`src/rtl/lc3_pkg.sv`:
```
// Shared LC3 pipeline types: controller memory request codes, opcodes, mem-stage FSM states.
// Pure declarations; no latency or backpressure of its own.
package lc3_pkg;

  localparam int unsigned MEM_TIMEOUT_DEFAULT = 64;

  typedef enum logic [1:0] {
    MS_READ  = 2'd0,
    MS_IND   = 2'd1,
    MS_WRITE = 2'd2,
    MS_IDLE  = 2'd3
  } mem_state_t;

  typedef enum logic [3:0] {
    OP_BR   = 4'd0,
    OP_ADD  = 4'd1,
    OP_LD   = 4'd2,
    OP_ST   = 4'd3,
    OP_JSR  = 4'd4,
    OP_AND  = 4'd5,
    OP_LDR  = 4'd6,
    OP_STR  = 4'd7,
    OP_RTI  = 4'd8,
    OP_NOT  = 4'd9,
    OP_LDI  = 4'd10,
    OP_STI  = 4'd11,
    OP_JMP  = 4'd12,
    OP_RES  = 4'd13,
    OP_LEA  = 4'd14,
    OP_TRAP = 4'd15
  } op_t;

  typedef enum logic [1:0] {
    ST_IDLE = 2'd0,
    ST_REQ  = 2'd1,
    ST_DONE = 2'd2
  } mem_fsm_t;

endpackage

```
`src/rtl/lc3_mem_watchdog.sv`:
```
// Cycle counter for an outstanding data-memory request; expired is combinational off the count.
// Flags at TIMEOUT_CYCLES-1 held cycles; no backpressure, clear dominates enable.
module lc3_mem_watchdog
  import lc3_pkg::*;
#(
  parameter int unsigned TIMEOUT_CYCLES = MEM_TIMEOUT_DEFAULT,
  parameter int unsigned CNT_W          = 10
) (
  input  logic clk,
  input  logic rst,
  input  logic i_clr,
  input  logic i_en,
  output logic o_expired
);

  logic [CNT_W-1:0] r_cnt;

  always_ff @(posedge clk) begin
    if (!rst) begin
      r_cnt <= '0;
    end else if (i_clr) begin
      r_cnt <= '0;
    end else if (i_en) begin
      r_cnt <= r_cnt + CNT_W'(1);
    end
  end

  assign o_expired = (r_cnt == CNT_W'(TIMEOUT_CYCLES - 1));

endmodule

```
`src/rtl/lc3_mem_access.sv`:
```
// LC3 memory-access stage: single or pointer-then-data accesses over a req/ack data-memory port.
// Req-to-complete >= 2 cycles; holds req until ack or watchdog abort, ignores new codes until phase done.
module lc3_mem_access
  import lc3_pkg::*;
#(
  parameter int unsigned TIMEOUT_CYCLES = MEM_TIMEOUT_DEFAULT,
  parameter int unsigned CNT_W          = 10
) (
  input  logic        clk,
  input  logic        rst,
  input  logic [1:0]  mem_state,
  input  logic [15:0] M_Addr,
  input  logic [15:0] M_Data,
  output logic        dmem_req,
  output logic        dmem_we,
  output logic [15:0] dmem_addr,
  output logic [15:0] dmem_din,
  input  logic [15:0] dmem_rdata,
  input  logic        dmem_ack,
  output logic        complete_data,
  output logic [15:0] memout,
  output logic        mem_err
);

  mem_fsm_t   r_state;
  mem_state_t r_cur;
  mem_state_t r_served;
  logic [15:0] r_ind_ptr;
  logic        r_ind_valid;
  logic        r_req;
  logic        r_we;
  logic [15:0] r_addr;
  logic [15:0] r_din;
  logic        r_cpl;
  logic [15:0] r_memout;
  logic        r_err;

  mem_state_t w_ms;
  logic       w_in_req;
  logic       w_expired;
  logic       w_use_ptr;

  assign w_ms      = mem_state_t'(mem_state);
  assign w_in_req  = (r_state == ST_REQ);
  assign w_use_ptr = r_ind_valid && ((w_ms == MS_READ) || (w_ms == MS_WRITE));

  lc3_mem_watchdog #(
    .TIMEOUT_CYCLES (TIMEOUT_CYCLES),
    .CNT_W          (CNT_W)
  ) u_watchdog (
    .clk       (clk),
    .rst       (rst),
    .i_clr     (!w_in_req),
    .i_en      (w_in_req && !dmem_ack),
    .o_expired (w_expired)
  );

  always_ff @(posedge clk) begin
    if (!rst) begin
      r_state     <= ST_IDLE;
      r_cur       <= MS_IDLE;
      r_served    <= MS_IDLE;
      r_ind_ptr   <= '0;
      r_ind_valid <= 1'b0;
      r_req       <= 1'b0;
      r_we        <= 1'b0;
      r_addr      <= '0;
      r_din       <= '0;
      r_cpl       <= 1'b0;
      r_memout    <= '0;
      r_err       <= 1'b0;
    end else begin
      r_cpl <= 1'b0;
      case (r_state)
        ST_IDLE: begin
          // The controller holds its code while it sees complete_data; served blocks a replay.
          if (w_ms == MS_IDLE) begin
            r_served    <= MS_IDLE;
            r_ind_valid <= 1'b0;
          end else if (w_ms != r_served) begin
            r_state <= ST_REQ;
            r_req   <= 1'b1;
            r_we    <= (w_ms == MS_WRITE);
            r_addr  <= w_use_ptr ? r_ind_ptr : M_Addr;
            r_din   <= M_Data;
            r_cur   <= w_ms;
          end
        end
        ST_REQ: begin
          if (dmem_ack) begin
            r_state  <= ST_DONE;
            r_req    <= 1'b0;
            r_cpl    <= 1'b1;
            r_served <= r_cur;
            case (r_cur)
              MS_READ: begin
                r_memout    <= dmem_rdata;
                r_ind_valid <= 1'b0;
              end
              MS_IND: begin
                r_ind_ptr   <= dmem_rdata;
                r_ind_valid <= 1'b1;
              end
              default: r_ind_valid <= 1'b0;
            endcase
          end else if (w_expired) begin
            r_state     <= ST_DONE;
            r_req       <= 1'b0;
            r_cpl       <= 1'b1;
            r_served    <= r_cur;
            r_err       <= 1'b1;
            r_ind_valid <= 1'b0;
            if (r_cur == MS_READ) r_memout <= '0;
          end
        end
        default: r_state <= ST_IDLE;
      endcase
    end
  end

  assign dmem_req      = r_req;
  assign dmem_we       = r_we;
  assign dmem_addr     = r_addr;
  assign dmem_din      = r_din;
  assign complete_data = r_cpl;
  assign memout        = r_memout;
  assign mem_err       = r_err;

endmodule

```
`config.mk`:
```
export PLATFORM = sky130hd
export DESIGN_NAME = lc3_mem_access
export DESIGN_NICKNAME = d
export VERILOG_FILES = /design/src/rtl/lc3_pkg.sv /design/src/rtl/lc3_mem_watchdog.sv /design/src/rtl/lc3_mem_access.sv
export SDC_FILE = /design/constraint.sdc
export NUM_CORES = 1
export LEC_CHECK = 0
export CORE_MARGIN = 1
export CORE_UTILIZATION = 44
export DETAILED_ROUTE_END_ITERATION = 6
export GPL_ROUTABILITY_DRIVEN = 0
export PLACE_DENSITY = 0.82
export SYNTH_ARGS = -nofsm -noshare
export SYNTH_HDL_FRONTEND = slang
export SYNTH_SLANG_ARGS = --single-unit
```
`constraint.sdc`:
```
create_clock -name clk -period 2.2 [get_ports clk]
set_clock_uncertainty 0.05 [all_clocks]
set_input_delay 0.33 -clock clk [delete_from_list [all_inputs] [get_ports clk]]
set_output_delay 0.33 -clock clk [all_outputs]
set_load 0.01 [all_outputs]
```
-- Word level (Yosys, flattened, before mapping)
Cells that the tools add are included.
- output and inout bits: 52
- input port bits: 53
- flip-flop bits (word level): 85
- logic and storage cells: 68
- multiplexer cells: 25
- reduce and logical (&&, ||, !) cells: 17
- add/subtract/negate cells: 1
- equality and inequality tests: 10
- bitwise gates (word level): 2
- operators by type and width (cell ; count):
    2-to-1 mux 16 bit ; 5
    AND reduction 3 bit ; 6
    2-to-1 mux 2 bit ; 7
    adder 10 x 1 -> 10 bit, second input constant ; 1
    equality test 10 x 6 -> 1 bit, second input constant ; 1
    2-to-1 mux 1 bit ; 9
    case mux 2 bit (2 select lines) ; 2
    zero test 2 bit ; 3
    != test 2 bit, second input constant ; 3
    equality test 2 x 1 -> 1 bit, second input constant ; 2
    equality test 2 bit, second input constant ; 2
    case mux 1 bit (2 select lines) ; 2
    AND reduction 4 bit ; 1
    nonzero test 2 bit ; 2
    != test 3 x 2 -> 1 bit, second input constant ; 1
    logical AND 1 bit ; 2
    != test 2 bit ; 1
    inverter 1 bit ; 2
    AND reduction 2 bit ; 1
    zero test 1 bit ; 1
    logical OR 1 bit ; 1

-- Depth between registers and ports, before layout
- depth after elaboration: 4
- gate-level depth with buffers: 6
- depth with buffers taken out: 4

-- Cells and area by module
From an unflattened synthesis, not the netlist that was laid out.
- cell total of the unflattened synthesis: 393
- area, all modules: 3676.0 um^2
- modules (own cells, without submodules) (module ; seq. area each (um^2) ; area an instance (um^2) ; times used ; cells an instance):
    lc3_mem_access ; 1501.4 ; 3204.3 ; 1 ; 340
    lc3_mem_watchdog ; 200.2 ; 471.7 ; 1 ; 53

-- Worst setup path before layout
Ideal clock, no wire load.
- path type: register to register
- start: register u_watchdog.r_cnt[6]
- end: register r_memout[10] (netlist: memout[10])
- period minus slack after synthesis: 1757 ps
- path buffers: 1
- arrival: 1591 ps
- path slack: 443 ps
- setup time: 117 ps
- stages on the path, launching flop included: 6
- required time: 2033 ps
- path through: dfxtp_1 nor4_4 a31oi_2 o41a_4 buf_6 a22o_1
- longest elaborated chain between the ends: 3
- ends and longest elaborated chain (element ; line ; RTL):
    from (decl) ; lc3_mem_watchdog.sv:16 ; logic [CNT_W-1:0] r_cnt;
    from (signal assigned) ; lc3_mem_watchdog.sv:24 ; r_cnt <= r_cnt + CNT_W'(1);
    equality test 10 x 6 -> 1 bit ; lc3_mem_watchdog.sv:28 ; assign o_expired = (r_cnt == CNT_W'(TIMEOUT_CYCLES - 1));
    nonzero test 2 bit (no line) ; n/a ;
    AND reduction 3 bit (no line) ; n/a ;
    to (signal assigned) ; lc3_mem_access.sv:97 ; r_memout <= dmem_rdata;
    to (decl) ; lc3_mem_access.sv:35 ; logic [15:0] r_memout;
Every way passes these cells.
A chain may end at the register's enable or synchronous reset.

-- Worst setup path in the final report
- start: register u_watchdog.r_cnt[6]
- end: register r_memout[4] (netlist: memout[4])
Same word-level chain as after synthesis.

==> impl_metrics.toml <==
[setup_path]
r2r_setup_slack_ns = 0.30
worst-path-max-fanout = 16
reg2regPathDepth = 4
cp.arrival_ns = 2.09
rr_startpoint = "u_watchdog.r_cnt[6]$_SDFFE_PN0N_"
cp-start-kind = "register"
crit_type = "register to register"
end_kind = "register"
r2r-end = "memout[4]$_SDFFE_PN0P_"
crit_required_ns = 2.39

[clocking]
ctsRootBufferMaster = "clkbuf_8"
htreeDepth = 3
cts_max_path_buffers = 2
post_cts_resized = 0
hold_buffers = 0
cts_tree = "done"
clock_sinks = 85
cts_buffers = 9
clk_pin_slew_ns = 0.09
post-cts-setup-buffer-count = 0
clkLatencyLatePin_ns = 0.35

[yosys]
yosysTopAreaCellShare_pct = 49.1
dominantRegCellSynth = "dfxtp_1"
yosys.area.top_type = "dfxtp_1"
synth-edff-count = 0
synth-seq-cells = 85
syn_avg_cell_area_sq_um = 9.87
syn_area_sq_mm = 0.00347
yosysMostFrequentCell = "dfxtp_1"
ys_async_sr_fraction_pct = 0
ys_seq_area_share_pct = 49.1
syn_nets = 405
synth_cells = 351
synth_warnings = 0
yosysUniqueCellTypes = 40
synth_area_leaders = "dfxtp_1, mux2i_1, nand2_1"
synthTopCellsByCount = "dfxtp_1, nand2_1, mux2i_1, nor2_1"

[global_route]
antenna_found_initial = 0
grt_max_degree = 65
grtUsageTotal_pct = 20.8
grt_pass1_wl_microns = 13500
grt_overflow = 0
grt_pass1_vias = 2848

[pwr]
p_leak_nw = 2.02
p_per_area_mw_per_mm2 = 692
switchingPower_mw = 0.820
switching_share_pct = 24.4
max-vdd-ir-drop_mv = 0.358
total_power_mw = 3.35
seqPwrFrac_pct = 49.6
clockPowerShare_pct = 34.4
p_int_mw = 2.54
power_frac_comb_pct = 15.9

[sta]
slew_viol_final = 0
hold_violations = 0
setup_viol = 0
rsz0062_at_grt = "false"
fmax_mhz = 525
worst_slack_ns = 0.296
tightest_slew_ns = 0.741
setup_tns_ns = 0
finalCriticalPeriod_ns = 1.90
fin_crit_sh_pct = 86.6
slew_headroom_pct = 50.6

[placed_design]
numPortBuffers = 104
placed_area_sq_mm = 0.00463
place_ws_ns = 0.118
hpwl_microns = 6080

[floorplan]
start_util_pct = 46.5
rows = 31
fp.coreArea_sq_mm = 0.00745
die_width_microns = 90.8
ioPinCount = 105
dieArea_sq_mm = 0.00824
fp.dieH_microns = 90.8

[detailed_routing]
via_per_inst = 5.22
dr.pass1.iters = 4
drc = 0
first_iter_violations = 139
drt-met1-wl_microns = 3500
wire_per_inst_microns = 15.2
met3WireLength_microns = 728
wl_met2_microns = 4160
num_vias = 2907
drt-total-wl_microns = 8440
antenna_left = 0
highest_layer = "met4"

[worst_hold_path]
min-delay-start = "rst"
hold_path.class = "primary input to register"
hold_path_depth = 3
hold_end = "r_cur[1]$_SDFFE_PN1P_"

[layout]
final_cell_area_sq_mm = 0.00485
drive_gt1_share_pct = 6.99
fin_nets = 507
area_growth_pct = 39.8
antenna_cells = 0
num-fill-cells = 632

[flow_run]
max_cap_violations = 0

[outcome]
status = "finished, final reports clean"
-- power groups by stage --
stage          registers [mW]  logic (mW)  clock network [mW]
4_1_cts                  1.67       0.538                1.18
2_1_floorplan            1.72       0.224                   0
3_5_place_dp             1.70       0.534                   0
6_report                 1.67       0.534                1.16
3_3_place_gp             1.70       0.524                   0
5_1_grt                  1.68       0.573                1.25
-- layer usage --
| metal | up-vias | track usage [%] |
|---|---|---|
| li1 | 1414 | - |
| met4 | 0 | 4.97 |
| met5 | - | 0 |
| met2 | 108 | 35.5 |
| met1 | 1381 | 23.8 |
| met3 | 4 | 8.92 |
-- worst max path at each step --
stage / cells after the start / slack, ns / to / start
2_1_floorplan: 5 / 0.44 / memout[10]$_SDFFE_PN0P_ / u_watchdog.r_cnt[6]$_SDFFE_PN0N_
3_3_place_gp: 4 / 0.19 / memout[9]$_SDFFE_PN0P_ / dmem_ack
3_5_place_dp: 4 / 0.12 / memout[4]$_SDFFE_PN0P_ / dmem_ack
4_1_cts: 4 / 0.30 / memout[4]$_SDFFE_PN0P_ / u_watchdog.r_cnt[6]$_SDFFE_PN0N_
5_1_grt: 4 / 0.20 / memout[8]$_SDFFE_PN0P_ / u_watchdog.r_cnt[6]$_SDFFE_PN0N_
6_report: 4 / 0.30 / memout[4]$_SDFFE_PN0P_ / u_watchdog.r_cnt[6]$_SDFFE_PN0N_
-- area by class of cell --
class	count	area [sq um]	share of cell area, %
clock buffer	13	169	3.49
tap	99	124	2.56
clock inverter	3	42.5	0.878
multi-input combinational	241	1660	34.2
sequential	85	1700	35.1
timing repair buffer	113	1140	23.5
inverter	3	11.3	0.232
-- cells in the final DEF, fill, tap and decap left out, drive strengths merged, types with 2 or more instances in the layout --
master,instances
a21oi,5
a22o,16
a31o,2
buf,10
clkbuf,13
clkdlybuf4s50,103
dfxtp,85
inv,3
mux2,16
mux2i,51
nand2,74
nand2b,2
nand3,4
nand4,5
nor2,31
nor2b,3
nor4,3
o211ai,2
o21bai,2
xor2,6
-- sequential cells by signal, indices dropped and copies added, names as in the netlist --
| signal | flops |
|---|---|
| complete_data | 1 |
| r_state | 2 |
| r_ind_valid | 1 |
| r_served | 2 |
| mem_err | 1 |
| dmem_we | 1 |
| r_cur | 2 |
| u_watchdog.r_cnt | 10 |
| memout | 16 |
| dmem_addr | 16 |
| dmem_din | 16 |
| r_ind_ptr | 16 |
| dmem_req | 1 |
-- cell families after synthesis --
family,synth area share [%]
buffers and inverters,3.21
AO/OA/AOI/OAI,9.13
flip-flops,49.1
AND/OR/NAND/NOR,16.5
adder cells (fa/ha/maj),0.361
multiplexers,19.9
XOR/XNOR,1.77
-- stage by stage --
stage | util [%] | hold WS [ns] | cells
floorplan | - | 0.398 | 351
global placement | 62.2 | 0.391 | 541
detailed placement | 62.2 | 0.396 | 541
CTS | 65.1 | 0.256 | 557
global route | 65.1 | 0.295 | 557
finish | 65.1 | 0.278 | 557
-- worst max-delay path, cell delays in order, from the launching register on --
cell     delay (ns)
dfxtp_1        0.39
nor4_4         0.41
a31oi_2        0.20
o41a_4         0.48
a22o_1         0.27
(Power assumes the default switching activity.)
